## config.mk

```make
export PLATFORM = sky130hd
export DESIGN_NAME = uart_rx_core_flat
export DESIGN_NICKNAME = d
export VERILOG_FILES = /design/src/rtl/uart_rx_if.sv /design/src/rtl/uart_rx_core.sv /design/src/flat_wrapper.sv
export SDC_FILE = /design/constraint.sdc
export NUM_CORES = 1
export LEC_CHECK = 0
export BUFFER_PORTS_ARGS = -buffer_cell sky130_fd_sc_hd__buf_2
export CAP_MARGIN = 40
export CORE_MARGIN = 1.5
export CORE_UTILIZATION = 58
export DETAILED_ROUTE_END_ITERATION = 8
export GPL_TIMING_DRIVEN = 0
export PLACE_DENSITY = 0.82
export SYNTH_ARGS = -nofsm -noshare
export SYNTH_HDL_FRONTEND = slang
export SYNTH_SLANG_ARGS = --single-unit
```

## constraint.sdc

```tcl
create_clock -name clk -period 2.5 [get_ports clk]
set_clock_uncertainty 0.2 [all_clocks]
set_input_delay 0.25 -clock clk [delete_from_list [all_inputs] [get_ports clk]]
set_output_delay 0.25 -clock clk [all_outputs]
set_load 0.02 [all_outputs]
```

## src/rtl/uart_rx_if.sv

```systemverilog
// Receiver-side bundle for uart_rx_core: line, baud tick, frame configuration,
// word handshake and status. The core takes the slave modport.
interface uart_rx_if;
  logic       baud_tick;
  logic       serial_data_in;
  logic       rx_en;
  logic [1:0] data_length;
  logic       parity_en;
  logic       parity_even;
  logic       stop_bits;
  logic       data_ready;
  logic [7:0] data_out;
  logic       data_valid;
  logic       frame_err;
  logic       parity_err;
  logic       break_det;
  logic       overrun_err;
  logic       busy;

  modport slave (
    input  baud_tick, serial_data_in, rx_en, data_length, parity_en,
           parity_even, stop_bits, data_ready,
    output data_out, data_valid, frame_err, parity_err, break_det,
           overrun_err, busy
  );

  modport master (
    output baud_tick, serial_data_in, rx_en, data_length, parity_en,
           parity_even, stop_bits, data_ready,
    input  data_out, data_valid, frame_err, parity_err, break_det,
           overrun_err, busy
  );
endinterface

```

## src/rtl/uart_rx_core.sv

```systemverilog
// Oversampling UART receiver: synchronizes the line, samples mid-bit on baud
// ticks and presents one held word with status under a valid/ready handshake.
module uart_rx_core #(
  parameter int OVERSAMPLE  = 16,
  parameter int SYNC_STAGES = 2
) (
  input  logic     clk,
  input  logic     rst,
  uart_rx_if.slave rx
);

  localparam int CW = $clog2(OVERSAMPLE) + 1;
  localparam logic [CW-1:0] HALF_M1 = CW'(OVERSAMPLE/2 - 1);
  localparam logic [CW-1:0] FULL_M1 = CW'(OVERSAMPLE - 1);

  typedef enum logic [2:0] {
    S_IDLE, S_START, S_DATA, S_PARITY, S_STOP1, S_STOP2, S_WAIT_HIGH
  } state_e;

  logic [SYNC_STAGES-1:0] sync_q;
  logic                   rxs;

  state_e        state_q, state_d;
  logic [CW-1:0] cnt_q, cnt_d;
  logic [2:0]    bit_q, bit_d;
  logic [7:0]    shf_q, shf_d;
  logic          par_q, par_d, zero_q, zero_d;
  logic          ferr_q, ferr_d, perr_q, perr_d, brk_q, brk_d;
  logic [1:0]    len_q, len_d;
  logic          pen_q, pen_d, peven_q, peven_d, stop2_q, stop2_d;
  logic          samp, done;
  logic [2:0]    last_bit;

  logic [7:0]    dout_q;
  logic          dv_q, oferr_q, operr_q, obrk_q, ovr_q;

  // Line synchronizer; presets to idle-high so reset never looks like a start.
  always_ff @(posedge clk or negedge rst) begin
    if (!rst) begin
      sync_q <= '1;
    end else begin
      sync_q[0] <= rx.serial_data_in;
      for (int i = 1; i < SYNC_STAGES; i++) sync_q[i] <= sync_q[i-1];
    end
  end
  assign rxs = sync_q[SYNC_STAGES-1];

  always_ff @(posedge clk or negedge rst) begin
    if (!rst) begin
      state_q <= S_IDLE;
      cnt_q   <= '0;
      bit_q   <= '0;
      shf_q   <= '0;
      par_q   <= 1'b0;
      zero_q  <= 1'b0;
      ferr_q  <= 1'b0;
      perr_q  <= 1'b0;
      brk_q   <= 1'b0;
      len_q   <= '0;
      pen_q   <= 1'b0;
      peven_q <= 1'b0;
      stop2_q <= 1'b0;
    end else begin
      state_q <= state_d;
      cnt_q   <= cnt_d;
      bit_q   <= bit_d;
      shf_q   <= shf_d;
      par_q   <= par_d;
      zero_q  <= zero_d;
      ferr_q  <= ferr_d;
      perr_q  <= perr_d;
      brk_q   <= brk_d;
      len_q   <= len_d;
      pen_q   <= pen_d;
      peven_q <= peven_d;
      stop2_q <= stop2_d;
    end
  end

  assign last_bit = 3'd4 + {1'b0, len_q};
  // START waits half a bit to land on the start-bit midpoint; later bits a full bit.
  assign samp = rx.baud_tick &&
                (cnt_q == ((state_q == S_START) ? HALF_M1 : FULL_M1));

  always_comb begin
    state_d = state_q;
    cnt_d   = cnt_q;
    bit_d   = bit_q;
    shf_d   = shf_q;
    par_d   = par_q;
    zero_d  = zero_q;
    ferr_d  = ferr_q;
    perr_d  = perr_q;
    brk_d   = brk_q;
    len_d   = len_q;
    pen_d   = pen_q;
    peven_d = peven_q;
    stop2_d = stop2_q;
    done    = 1'b0;

    if (rx.baud_tick && state_q != S_IDLE && state_q != S_WAIT_HIGH)
      cnt_d = samp ? '0 : cnt_q + 1'b1;

    case (state_q)
      S_IDLE: if (rx.rx_en && !rxs) begin
        len_d   = rx.data_length;
        pen_d   = rx.parity_en;
        peven_d = rx.parity_even;
        stop2_d = rx.stop_bits;
        cnt_d   = '0;
        bit_d   = '0;
        shf_d   = '0;
        par_d   = 1'b0;
        zero_d  = 1'b1;
        ferr_d  = 1'b0;
        perr_d  = 1'b0;
        brk_d   = 1'b0;
        state_d = S_START;
      end
      S_START: if (samp) state_d = rxs ? S_IDLE : S_DATA;
      S_DATA: if (samp) begin
        shf_d[bit_q] = rxs;
        par_d  = par_q ^ rxs;
        zero_d = zero_q & ~rxs;
        if (bit_q == last_bit) state_d = pen_q ? S_PARITY : S_STOP1;
        else                   bit_d   = bit_q + 3'd1;
      end
      S_PARITY: if (samp) begin
        perr_d  = par_q ^ rxs ^ ~peven_q;
        zero_d  = zero_q & ~rxs;
        state_d = S_STOP1;
      end
      S_STOP1: if (samp) begin
        ferr_d = ~rxs;
        brk_d  = zero_q & ~rxs;
        if (stop2_q) begin
          state_d = S_STOP2;
        end else begin
          done    = 1'b1;
          state_d = rxs ? S_IDLE : S_WAIT_HIGH;
        end
      end
      S_STOP2: if (samp) begin
        ferr_d  = ferr_q | ~rxs;
        done    = 1'b1;
        state_d = (ferr_q | ~rxs) ? S_WAIT_HIGH : S_IDLE;
      end
      S_WAIT_HIGH: if (rxs) state_d = S_IDLE;
      default: state_d = S_IDLE;
    endcase

    // Disabling aborts the frame silently; the held word is untouched.
    if (!rx.rx_en && state_q != S_IDLE) begin
      state_d = S_IDLE;
      done    = 1'b0;
    end
  end

  // Output word register: a completed frame is dropped only when the old word
  // is still held and not being consumed on the same edge.
  always_ff @(posedge clk or negedge rst) begin
    if (!rst) begin
      dout_q  <= '0;
      dv_q    <= 1'b0;
      oferr_q <= 1'b0;
      operr_q <= 1'b0;
      obrk_q  <= 1'b0;
      ovr_q   <= 1'b0;
    end else begin
      ovr_q <= done && dv_q && !rx.data_ready;
      if (done && (!dv_q || rx.data_ready)) begin
        dout_q  <= shf_q;
        oferr_q <= ferr_d;
        operr_q <= perr_d;
        obrk_q  <= brk_d;
        dv_q    <= 1'b1;
      end else if (dv_q && rx.data_ready) begin
        dv_q <= 1'b0;
      end
    end
  end

  always_comb begin
    rx.busy        = (state_q != S_IDLE);
    rx.data_out    = dout_q;
    rx.data_valid  = dv_q;
    rx.frame_err   = oferr_q;
    rx.parity_err  = operr_q;
    rx.break_det   = obrk_q;
    rx.overrun_err = ovr_q;
  end

endmodule

```

## src/flat_wrapper.sv

```systemverilog
// flat-port wrapper written by rule: the top's interface ports become plain ports
module uart_rx_core_flat 
#(
  parameter int OVERSAMPLE  = 16,
  parameter int SYNC_STAGES = 2
)
  (clk, rst, rx_baud_tick, rx_serial_data_in, rx_rx_en, rx_data_length, rx_parity_en, rx_parity_even, rx_stop_bits, rx_data_ready, rx_data_out, rx_data_valid, rx_frame_err, rx_parity_err, rx_break_det, rx_overrun_err, rx_busy);
  uart_rx_if rx_i ();
  input  logic clk;
  input  logic rst;
  input wire logic [$bits(rx_i.baud_tick)-1:0] rx_baud_tick;
  input wire logic [$bits(rx_i.serial_data_in)-1:0] rx_serial_data_in;
  input wire logic [$bits(rx_i.rx_en)-1:0] rx_rx_en;
  input wire logic [$bits(rx_i.data_length)-1:0] rx_data_length;
  input wire logic [$bits(rx_i.parity_en)-1:0] rx_parity_en;
  input wire logic [$bits(rx_i.parity_even)-1:0] rx_parity_even;
  input wire logic [$bits(rx_i.stop_bits)-1:0] rx_stop_bits;
  input wire logic [$bits(rx_i.data_ready)-1:0] rx_data_ready;
  output wire logic [$bits(rx_i.data_out)-1:0] rx_data_out;
  output wire logic [$bits(rx_i.data_valid)-1:0] rx_data_valid;
  output wire logic [$bits(rx_i.frame_err)-1:0] rx_frame_err;
  output wire logic [$bits(rx_i.parity_err)-1:0] rx_parity_err;
  output wire logic [$bits(rx_i.break_det)-1:0] rx_break_det;
  output wire logic [$bits(rx_i.overrun_err)-1:0] rx_overrun_err;
  output wire logic [$bits(rx_i.busy)-1:0] rx_busy;
  assign rx_i.baud_tick = rx_baud_tick;
  assign rx_i.serial_data_in = rx_serial_data_in;
  assign rx_i.rx_en = rx_rx_en;
  assign rx_i.data_length = rx_data_length;
  assign rx_i.parity_en = rx_parity_en;
  assign rx_i.parity_even = rx_parity_even;
  assign rx_i.stop_bits = rx_stop_bits;
  assign rx_i.data_ready = rx_data_ready;
  assign rx_data_out = rx_i.data_out;
  assign rx_data_valid = rx_i.data_valid;
  assign rx_frame_err = rx_i.frame_err;
  assign rx_parity_err = rx_i.parity_err;
  assign rx_break_det = rx_i.break_det;
  assign rx_overrun_err = rx_i.overrun_err;
  assign rx_busy = rx_i.busy;
  uart_rx_core #(.OVERSAMPLE(OVERSAMPLE), .SYNC_STAGES(SYNC_STAGES)) u_core (.clk(clk), .rst(rst), .rx(rx_i));
endmodule
```

==> flow_summary.toml <==
[status]
status = "completed"

[sta]
whs_ns = 0.0378
hold_viol_final = 0
slew_viol_final = 0
max_freq_mhz = 446
min_period_ns = 2.24
maxSlewHeadroom = 0.637
rsz0062_at_grt = "false"
setup_tns_ns = 0
layout_setup_ws_ns = 0.260
period_share = 0.896
setup_violations = 0
worst_slew_pin_slew_ns = 0.544

[critical_path]
worst_r2r_path_depth = 6
startpoint = "u_core.state_q[2]"
r2r_end = "u_core.rx.data_out[0]"
arrival_ns = 2.23
critPathCaptureType = "flip-flop"
r2r_slack_ns = 0.26
worstReg2RegStart = "u_core.state_q[2]"
critPathLaunchType = "flip-flop"
crit_fanout = 10
path_class = "flip-flop to flip-flop"
cp.required_ns = 2.49

[route]
post_drt_wl_per_cell_um = 15.0
finalWirelength_um = 4780
remaining_drc_errors = 0
first_pass_iters = 4
drt_iter0_drc = 146
vias_per_cell = 5.83
vias = 1853
antenna_left = 0

[floorplan]
core_area_um2 = 3690
dieArea_um2 = 4280
rows = 22
initial_utilization = 0.612
die_width_um = 65.4
io_pins = 25
die_h_um = 65.4

[place]
dp_cells = 303
dpl_worst_slack_ns = 0.156
place_congestion = 0.961
dpl.hpwl_um = 3260
post_dp_cell_area_um2 = 2470
portBuffers = 24

[cells_and_area]
area_growth_pct = 18.1
drive_gt1_frac = 0.189
fin_area_um2 = 2670
fill_cells = 296
fin_nets = 282
fin_cells = 318
n_antenna_cell = 0

[global_route]
grt_pass1_wl_um = 8360
overflow = 0
grt_usage = 0.253
grt_pass1_vias = 1787
grt_max_degree = 24
antenna_found_initial = 0

[min_path]
min_delay_worst_endpoint = "u_core.rx.overrun_err"
min_path_type = "input port to flip-flop"
holdPathStages = 3
min-delay-start = "rx_data_ready"

[logic_synthesis]
ys_ff_latch = 44
yosysUniqueCellTypes = 50
synth-async-reset-ratio = 1.00
syn_area_um2 = 2260
seq_area_frac_synth = 0.489
synth.most_common_cell = "dfrtp_1"
synth_edf_count = 0
synth-main-ff-cell = "dfrtp_1"
yosysTopAreaCell = "dfrtp_1"
ys_top_cells_by_area = "dfrtp_1, nand2_1, mux2i_1"
synth.top_cell.area_share = 0.465
yosysWarnings = 0
syn_inst = 230
synth_common_cells = "dfrtp_1, nand2_1, nand3_1"
syn_area_per_cell_um2 = 9.82
synth_fp_nets = 243

[clock_network]
root_buffer = "clkbuf_8"
cts_made_buffers = 5
clk_latency_ns = 0.30
clock_path_buffers = 2
cts.clk_slew.worst_paths_ns = 0.09
clock-sinks = 44
htreeDepth = 2
cts_tree = "yes"

[power]
p_leak_nw = 1.27
ir_worst_vdd_uv = 673
p_per_area_nw_per_um2 = 778

[job]
maxCapViolCount = 0
## layer usage
| layer | track usage | vias to the layer above | wire, um |
|---|---|---|---|
| met1 | 0.349 | 883 | 2150 |
| met5 | 0 | - | 0 |
| met3 | 0.0462 | 10 | 271 |
| met2 | 0.403 | 64 | 2260 |
| met4 | 0.0911 | 0 | 92 |
| li1 | - | 896 | - |
## state kept, by name, summed over array words and instances, names as in the netlist
register and flops:
u_core.stop2_q 1, u_core.pen_q 1, u_core.rx.data_valid 1, u_core.rx.break_det 1, u_core.rx.frame_err 1, u_core.rx.parity_err 1
u_core.par_q 1, u_core.ferr_q 1, u_core.shf_q 8, u_core.cnt_q 5, u_core.brk_q 1, u_core.state_q 3
u_core.rx.overrun_err 1, u_core.peven_q 1, u_core.len_q 2, u_core.rx.data_out 8, u_core.perr_q 1, u_core.sync_q 2
u_core.zero_q 1, u_core.bit_q 3
## logic make-up after synthesis
group                      count (synthesis)  synth area share
AOI/OAI and AO/OA                         43             0.119
and+or+nand+nor                           91             0.212
muxes                                     20            0.0942
buffers and inverters                     22            0.0443
adders and majority gates                  2            0.0111
DFF                                       44             0.489
xor gates and xnor gates                   8            0.0310
## per-stage QoR
stage,utilization,total power [mW]
final,0.723,2.07
after global routing,0.723,2.18
after CTS,0.720,2.06
after detailed placement,0.669,1.47
after global placement,0.661,1.45
after floorplan,-,1.32
## layout make-up
cell class | instances | area [um^2] | area share
Buffer | 16 | 77.6 | 0.0291
Clock buffer | 6 | 82.6 | 0.0310
Clock inverter | 2 | 38.8 | 0.0145
Inverter | 6 | 22.5 | 0.00845
Multi-Input combinational cell | 164 | 1060 | 0.399
Sequential cell | 44 | 1100 | 0.414
Tap cell | 48 | 60.1 | 0.0225
Timing Repair Buffer | 32 | 218 | 0.0817
## report_power, final
part	switching [mW]	leakage (nW)	internal, mW
clock	0.257	0.0614	0.327
combinational	0.376	0.622	0.230
sequential	0.0779	0.587	0.806
total	0.711	1.27	1.36
## critical path, cell delays in order, from the launching register on
cell and delay, ns:
dfrtp_1 0.41, buf_2 0.25, inv_2 0.11, a211o_1 0.27, and4bb_1 0.34, buf_4 0.21, mux2_1 0.34
## worst max path at each step
stage,end
2_1_floorplan,u_core.state_q[0]
3_3_place_gp,u_core.bit_q[1]
3_5_place_dp,u_core.bit_q[1]
4_1_cts,u_core.bit_q[1]
5_1_grt,u_core.shf_q[2]
6_report,u_core.rx.data_out[0]
## cell usage in the layout, fill, tap and decap left out, types with 6 or more instances in the layout
| cell type | count |
|---|---|
| dfrtp_1 | 42 |
| nand2_1 | 37 |
| buf_2 | 29 |
| nand3_1 | 12 |
| nor2_1 | 10 |
| o21ai_0 | 10 |
| a21oi_1 | 10 |
| mux2i_1 | 10 |
| clkbuf_1 | 8 |
| mux2_1 | 8 |
| dlygate4sd3_1 | 7 |
| xnor2_1 | 6 |
| clkbuf_8 | 6 |
## repair_timing
item | 4_1_cts | 5_1_grt
hold endpoints to repair | 25 | 0
setup endpoints to repair | 0 | 6
resized for setup | 0 | 2
setup buffers | 0 | 0
hold buffers | 7 | 0
(Power assumes the default switching activity.)
